==> config.mk <==
export PLATFORM = sky130hd
export DESIGN_NAME = projector_sequencer
export DESIGN_NICKNAME = d
export VERILOG_FILES = /design/src/rtl/projector_sequencer.sv
export SDC_FILE = /design/constraint.sdc
export NUM_CORES = 1
export LEC_CHECK = 0
export CORE_AREA = 2 2 132 134
export DETAILED_ROUTE_END_ITERATION = 16
export DIE_AREA = 0 0 134 136
export PLACE_DENSITY = 0.79
export SLEW_MARGIN = 25
export SYNTH_ARGS = -nofsm -noshare
export SYNTH_HDL_FRONTEND = slang
export SYNTH_SLANG_ARGS = --single-unit
==> constraint.sdc <==
create_clock -name clk -period 3.7 [get_ports clk]
set_input_delay 0.37 -clock clk [delete_from_list [all_inputs] [get_ports clk]]
set_output_delay 0.37 -clock clk [all_outputs]
set_load 0.01 [all_outputs]
==> src/rtl/projector_sequencer.sv <==
// projector_sequencer: accepts whole triangles over valid/ready, serializes
// them one vertex per cycle into ddd_projector, throttles issue against a
// credit count for the rasterizer FIFO, and closes each frame with a
// done/done_out exchange before pulsing frame_done.
module projector_sequencer #(
    parameter int MAX_CREDITS = 8
) (
    input  logic         clk,
    input  logic         rst,
    input  logic         frame_start,
    input  logic         tri_valid,
    output logic         tri_ready,
    input  logic [143:0] tri_vertices,
    input  logic [15:0]  tri_color,
    input  logic         tri_last,
    output logic [47:0]  vertex,
    output logic [15:0]  color,
    output logic         new_triangle,
    output logic         done,
    input  logic         proj_done,
    input  logic         credit_return,
    output logic         busy,
    output logic         frame_done,
    output logic [15:0]  tri_count
);

    typedef enum logic [2:0] {
        S_IDLE,
        S_WAIT,
        S_V1,
        S_V2,
        S_V3,
        S_FLUSH,
        S_DRAIN
    } state_t;

    localparam logic [7:0] CREDIT_MAX = 8'(MAX_CREDITS);

    state_t       state;
    state_t       next_state;
    logic [7:0]   credits;
    logic [143:0] held_vertices;
    logic [15:0]  held_color;
    logic         held_last;
    logic         accept;

    // Saturating triangle counter increment (sticks at all-ones).
    function automatic logic [15:0] sat_inc16(input logic [15:0] val);
        return (val == 16'hFFFF) ? val : val + 16'd1;
    endfunction

    // Credit increment that drops returns beyond the FIFO depth.
    function automatic logic [7:0] credit_inc(input logic [7:0] val);
        return (val >= CREDIT_MAX) ? CREDIT_MAX : val + 8'd1;
    endfunction

    // Ready depends only on registered state so upstream sees no comb loop.
    assign tri_ready = ((state == S_WAIT) || (state == S_V3 && !held_last))
                       && (credits != 8'd0);
    assign accept    = tri_valid && tri_ready;
    assign busy      = (state != S_IDLE);

    // State register.
    always_ff @(posedge clk or posedge rst) begin
        if (rst) state <= S_IDLE;
        else     state <= next_state;
    end

    // Next-state decode.
    always_comb begin
        next_state = state;
        case (state)
            S_IDLE:  if (frame_start) next_state = S_WAIT;
            S_WAIT:  if (accept) next_state = S_V1;
            S_V1:    next_state = S_V2;
            S_V2:    next_state = S_V3;
            S_V3: begin
                if (accept)         next_state = S_V1;
                else if (held_last) next_state = S_FLUSH;
                else                next_state = S_WAIT;
            end
            S_FLUSH: next_state = S_DRAIN;
            S_DRAIN: if (proj_done) next_state = S_IDLE;
            default: next_state = S_IDLE;
        endcase
    end

    // Triangle hold registers; pure data, loaded only on accept.
    always_ff @(posedge clk) begin
        if (accept) begin
            held_vertices <= tri_vertices;
            held_color    <= tri_color;
        end
    end

    // Last-of-frame flag steers V3 and gates ready, so it is reset.
    always_ff @(posedge clk or posedge rst) begin
        if (rst)         held_last <= 1'b0;
        else if (accept) held_last <= tri_last;
    end

    // Projector outputs, registered from the state being entered.
    // V1 is only entered on accept, so v1 comes straight from the input bus.
    always_ff @(posedge clk or posedge rst) begin
        if (rst) begin
            vertex       <= '0;
            color        <= '0;
            new_triangle <= 1'b0;
            done         <= 1'b0;
            frame_done   <= 1'b0;
        end else begin
            vertex       <= '0;
            color        <= '0;
            new_triangle <= 1'b0;
            case (next_state)
                S_V1: begin
                    vertex       <= tri_vertices[143:96];
                    color        <= tri_color;
                    new_triangle <= 1'b1;
                end
                S_V2: begin
                    vertex <= held_vertices[95:48];
                    color  <= held_color;
                end
                S_V3: begin
                    vertex <= held_vertices[47:0];
                    color  <= held_color;
                end
                default: ;
            endcase
            done       <= (next_state == S_FLUSH);
            frame_done <= (state == S_DRAIN) && proj_done;
        end
    end

    // Credit counter: accept and return in the same cycle cancel out.
    always_ff @(posedge clk or posedge rst) begin
        if (rst) begin
            credits <= CREDIT_MAX;
        end else begin
            case ({accept, credit_return})
                2'b10:   credits <= credits - 8'd1;
                2'b01:   credits <= credit_inc(credits);
                default: credits <= credits;
            endcase
        end
    end

    // Per-frame issued-triangle count, cleared when a frame is started.
    always_ff @(posedge clk or posedge rst) begin
        if (rst)                               tri_count <= '0;
        else if (state == S_IDLE && frame_start) tri_count <= '0;
        else if (accept)                       tri_count <= sat_inc16(tri_count);
    end

endmodule

==> reports/qor.yml, run 1 <==
cpPeakStageDelay_ns: 0.63
setup-tns-final_ns: 0
cp.arrival_ns: 3.28
cts_max_level: 1
dieArea_um2: 18220
power.internal_mw: 5.310
drt_iter0_markers: 485
diodes: 0
synth_edf_count: 112
crit_required_ns: 4.09
ys.flop_type: "edfxtp_1"
grt_pass1_vias: 5591
tightest_slew_ns: 0.8682
period_share: 0.7803
max-cap-violations: 0
clock_path_buffers: 3
power.share.sequential: 0.445
finClkSkew_ns: 0.01731
setup-violations-final: 0
vias_per_cell: 5.371
synth_top_area_share: 0.4420
cts_inserted_buffers: 22
synth_common_cells: "112 x edfxtp_1, 94 x dfrtp_1, 58 x inv_1"
ys_ff_latch: 207
relSlewSlack: 0.4212
initial_core_util: 0.4508
ys_top_cells_by_area: "edfxtp_1 44%, dfrtp_1 31%, a222oi_1 6.3%"
path_buf_inv: 1
synth_seq_area_share: 0.7546
post-route-drc-count: 0
worstReg2RegStart: "credits[4]"
synth.avg_cell_area_um2: 15.04
p_leak_nw: 4.487
yosys.area.top_type: "edfxtp_1"
gp_congestion: 0.8956
cts.clk_slew.worst_paths_ns: 0.06
syn_nets: 677
cp-start-kind: "flop"
cp.depth: 8
power_density_nw_per_um2: 687.0
final_hold_viol_count: 0
min_path_type: "primary input to async pin"
r2r_end: "credits[2]"
p_total_mw: 7.570
cts_sinks: 207
clockPowerShare: 0.265
vias: 5371
critPathMaxFanout: 12
period_minus_slack_ns: 2.887
clockRootBuffer: "clkbuf_16"
criticalPathCategory: "flop to flop"
cpMaxStageDelayCell: "or4_1"
io_buffer_count: 251
drive_above_1_share: 0.06710
yosysMostFrequentCell: "edfxtp_1"
ir_drop_mv: 0.5260
grt_max_degree: 103
grt_pass1_wl_mm: 29.36
antenna_left: 0
dpl.hpwl_mm: 12.93
cts_hold_buf: 0
drt-pass1-iter-count: 9
outcome: "completed"
synth_cell_types: 44
max_freq_mhz: 346.4
overflow: 0
die_h_um: 136
wl_per_cell_um: 18.69
die_w_um: 134
drv_slew: 0
fillers: 1174
track_usage: 0.2050
syn-instance-count: 506
wl_mm: 18.69
post_cts_buffers: 0
core_area_um2: 16880
p_comb_frac: 0.290
cts_tree: "yes"
power.share.switching: 0.2986
clock_latency_ns: 0.50
io_pins: 252
rrSetupSlack_ns: 0.81
rsz0062_at_grt: "no"
worstPathCellList: "or4_1 -> or3_4 -> nand2_4 -> ha_1 -> inv_1 -> nor3_1 -> a22oi_1 -> o31ai_1"
syn_area_um2: 7609
yosysWarnings: 0
rr_worst_depth: 8
grt_antenna_before_repair: 0
cts_resized: 0
num_rows: 48
synthArstFlopShare: 0.4589
cp_top_family: "simple AND/OR/NAND/NOR gates"
switchingPower_mw: 2.260
endpoint_kind: "flop"
area_growth_pct: 44.81
nets: 930
kinds of logic after synthesis:
family / synth area share
fa+ha+maj: 0.006578
flops: 0.7546
compound gates: 0.1220
mux: 0.005263
simple gates: 0.06380
buf+inv: 0.04769
how the worst max path moves through the flow:
stage / startpoint / endpoint / slack (ns)
floorplan: state[0] / held_color[0] / 0.33
global placement: tri_valid / tri_count[10] / 0.99
detailed placement: credits[4] / credits[2] / 0.83
CTS: credits[4] / credits[2] / 0.84
global route: credits[4] / credits[2] / 0.57
finish: credits[4] / credits[2] / 0.81
registers in the layout, summed over array words and instances (netlist names):
| name | flops |
|---|---|
| vertex | 48 |
| state | 3 |
| frame_done | 1 |
| new_triangle | 1 |
| done | 1 |
| tri_count | 16 |
| color | 16 |
| held_color | 16 |
| held_vertices | 96 |
| credits | 8 |
| held_last | 1 |
layer usage:
layer	GRT usage	up-vias	wire length, um
met3	0.06450	31	1594
li1	-	2441	-
met5	0	-	0
met1	0.2462	2640	7071
met2	0.3632	259	9681
met4	0.04610	0	342
layout by cell type, fill, tap and decap left out, drive strengths merged, types with 6 or more instances in the layout:
master         synthesis  routed
clkdlybuf4s50          0     251
edfxtp               112     112
dfrtp                 94      94
inv                   59      59
a222oi                48      48
clkbuf                19      28
nand2                 26      26
a22o                  17      17
nor2                  13      13
clkinv                 0      12
o31ai                 11      11
nor3                  11      11
o21ai                 10      10
nand3                  9       9
a21oi                  9       9
or4                    7       7
buf                   10       7
nor2b                  6       6
layout make-up:
| type | instances | area (um^2) | share of cell area |
|---|---|---|---|
| well taps | 225 | 281.5 | 0.02555 |
| repair buffers | 258 | 2590 | 0.2351 |
| clock buffers | 28 | 593.1 | 0.05383 |
| flip-flops and latches | 207 | 5742 | 0.5211 |
| clock inverters | 12 | 75.07 | 0.006814 |
| inverters | 59 | 229.0 | 0.02078 |
| multi-input cells | 211 | 1508 | 0.1368 |
metrics by stage:
| step | hold slack, ns | setup slack (ns) | instance area [um^2] | util | instances |
|---|---|---|---|---|---|
| after detailed placement | 0.4410 | 0.8259 | 10350 | 0.6132 | 960 |
| after floorplan | 0.4317 | 0.3344 | 7609 | - | 506 |
| after CTS | 0.3481 | 0.8402 | 11020 | 0.6528 | 1000 |
| after global routing | 0.3733 | 0.5654 | 11020 | 0.6529 | 1000 |
| after global placement | 0.4335 | 0.9916 | 10350 | 0.6132 | 960 |
| final | 0.3239 | 0.8130 | 11020 | 0.6529 | 1000 |
power by group through the flow:
stage / sequential, mW / combinational (mW) / clock [mW]
floorplan: 3.47 / 1.06 / 0
global placement: 3.38 / 2.13 / 0
detailed placement: 3.40 / 2.21 / 0
CTS: 3.37 / 2.22 / 2.05
global route: 3.42 / 2.40 / 2.15
finish: 3.37 / 2.20 / 2.01
Note: power is estimated with default switching activity, not from simulation.
==> inputs of run 2 (changes only) <==
--- a/config.mk
+++ b/config.mk
@@ -5,10 +5,10 @@
 export SDC_FILE = /design/constraint.sdc
 export NUM_CORES = 1
 export LEC_CHECK = 0
-export CORE_AREA = 2 2 132 134
+export CORE_AREA = 2 2 140 142
 export DETAILED_ROUTE_END_ITERATION = 16
-export DIE_AREA = 0 0 134 136
-export PLACE_DENSITY = 0.79
+export DIE_AREA = 0 0 142 144
+export PLACE_DENSITY = 0.74
 export SLEW_MARGIN = 25
 export SYNTH_ARGS = -nofsm -noshare
 export SYNTH_HDL_FRONTEND = slang
==> constraint.sdc (replaced) <==
create_clock -name clk -period 2.4 [get_ports clk]
set_input_delay 0.24 -clock clk [delete_from_list [all_inputs] [get_ports clk]]
set_output_delay 0.24 -clock clk [all_outputs]
set_load 0.01 [all_outputs]
==> reports/qor.yml, run 2 (synthesis gave the netlist of run 1 again) <==
area_growth_pct: 50.06
drive_above_1_share: 0.1038
die_h_um: 144
rrSetupSlack_ns: 0.02
cts_inserted_buffers: 22
io_pins: 252
grt_antenna_before_repair: 0
clockRootBuffer: "clkbuf_16"
overflow: 0
cts.clk_slew.worst_paths_ns: 0.06
critPathMaxFanout: 41
tightest_slew_ns: 1.022
period_minus_slack_ns: 2.384
wl_mm: 19.43
finClkSkew_ns: 0.02498
ir_drop_mv: 0.6370
drv_slew: 0
cts_sinks: 207
period_share: 0.9933
final_area_um2: 11420
cts_max_level: 1
cp.arrival_ns: 2.77
final_hold_viol_count: 0
dieArea_um2: 20450
io_buffer_count: 251
crit_end: "vertex[10]"
mostFrequentLayoutCells: "250 x clkdlybuf4s50_1, 112 x edfxtp_1, 94 x dfrtp_1"
grt_max_degree: 96
gp_congestion: 0.8235
setup-tns-final_ns: 0
wl_per_cell_um: 18.71
cpMaxStageDelayCell: "or4_4"
grt_pass1_wl_mm: 29.42
endpoint_kind: "flop"
crit_required_ns: 2.79
antenna_left: 0
vias: 5476
reg_top3: "held_vertices: 96 flops, vertex: 48 flops"
p_leak_nw: 4.665
grt_use_met3: 0.05066
dpl-instance-area_um2: 10560
drt-pass1-iter-count: 8
cpPeakStageDelay_ns: 0.52
crit_start: "credits[4]"
layout_commonest_cell: "clkdlybuf4s50_1"
track_usage: 0.1856
path_buf_inv: 4
relSlewSlack: 0.3189
drt_iter0_markers: 483
diodes: 0
worstPathCellList: "or4_4 -> or3_4 -> nand2_8 -> inv_16 -> buf_16 -> buf_4 -> a222oi_1 -> inv_1"
power_density_nw_per_um2: 1082
largest_reg_flops: 96
cp-start-kind: "flop"
cts_tree: "yes"
clock_path_buffers: 3
grt_pass1_vias: 5536
rr_worst_depth: 8
max_freq_mhz: 419.5
nets: 955
p_total_mw: 12.36
setup-violations-final: 0
cp.depth: 8
cp_top_family: "simple AND/OR/NAND/NOR gates"
use_met1: 0.2193
final_cells: 1038
max-cap-violations: 0
dpl.hpwl_mm: 13.61
numPlacedInstances: 991
r2r_end: "vertex[10]"
largest_register: "held_vertices"
outcome: "completed"
criticalPathCategory: "flop to flop"
min_path_type: "primary input to async pin"
initial_core_util: 0.3988
grtUsageMet2: 0.3310
vias_per_cell: 5.276
grt_busiest_layer: "met2"
clock_latency_ns: 0.50
num_rows: 51
rsz0062_at_grt: "yes"
core_area_um2: 19080
post-route-drc-count: 0
die_w_um: 142
worstReg2RegStart: "credits[4]"
cts_hold_buf: 0
## run 2: layout make-up
class                           count  area (um^2)
Timing Repair Buffer              283         2846
Sequential cell                   207         5742
Clock inverter                     15        163.9
Multi-Input combinational cell    211         1551
Fill cell                        1427         7662
Inverter                           59        244.0
Clock buffer                       25        571.8
Tap cell                          238        297.8
## run 2: worst min-delay path, stage by stage
cell             delay (ns)
clkdlybuf4s50_1        0.44
clkinvlp_4             0.10
buf_12                 0.40
## run 2: worst min-delay path by stage
stage                     slack (ns)              start  cells after the start                 to
final                           0.25                rst                      3           color[5]
after CTS                       0.26   tri_vertices[68]                      1  held_vertices[68]
after detailed placement        0.44   held_vertices[6]                      2          vertex[6]
after floorplan                 0.34       tri_color[0]                      0      held_color[0]
after global routing            0.27   tri_vertices[38]                      1  held_vertices[38]
after global placement          0.44  held_vertices[11]                      2         vertex[11]
## run 2: metal layers
layer  vias up  wire length [um]
met5         -                 0
met4         0               524
met3        35              1487
met2       244             10070
met1      2705              7348
li1       2492                 -
## run 2: timing repair
item,CTS,global route
endpoints found under the setup margin,5,72
gates resized for setup,4,11
buffers inserted,0,7
pin swaps,0,13
## run 2: report_power, final
group	internal (mW)	switching [mW]	leakage, nW
logic	1.93	1.90	2.01
clock network	2.04	1.36	0.361
registers	4.78	0.346	2.29
total	8.75	3.60	4.66
## run 2: metrics by stage
| stage | utilization | hold slack [ns] | setup WS, ns |
|---|---|---|---|
| finish | 0.5984 | 0.2510 | 0.01616 |
| global route | 0.5984 | 0.2680 | -0.07529 |
| CTS | 0.5928 | 0.2646 | 0.002502 |
| detailed placement | 0.5537 | 0.4447 | -0.07465 |
| global placement | 0.5537 | 0.4351 | 0.06086 |
| floorplan | - | 0.3389 | 0.02690 |
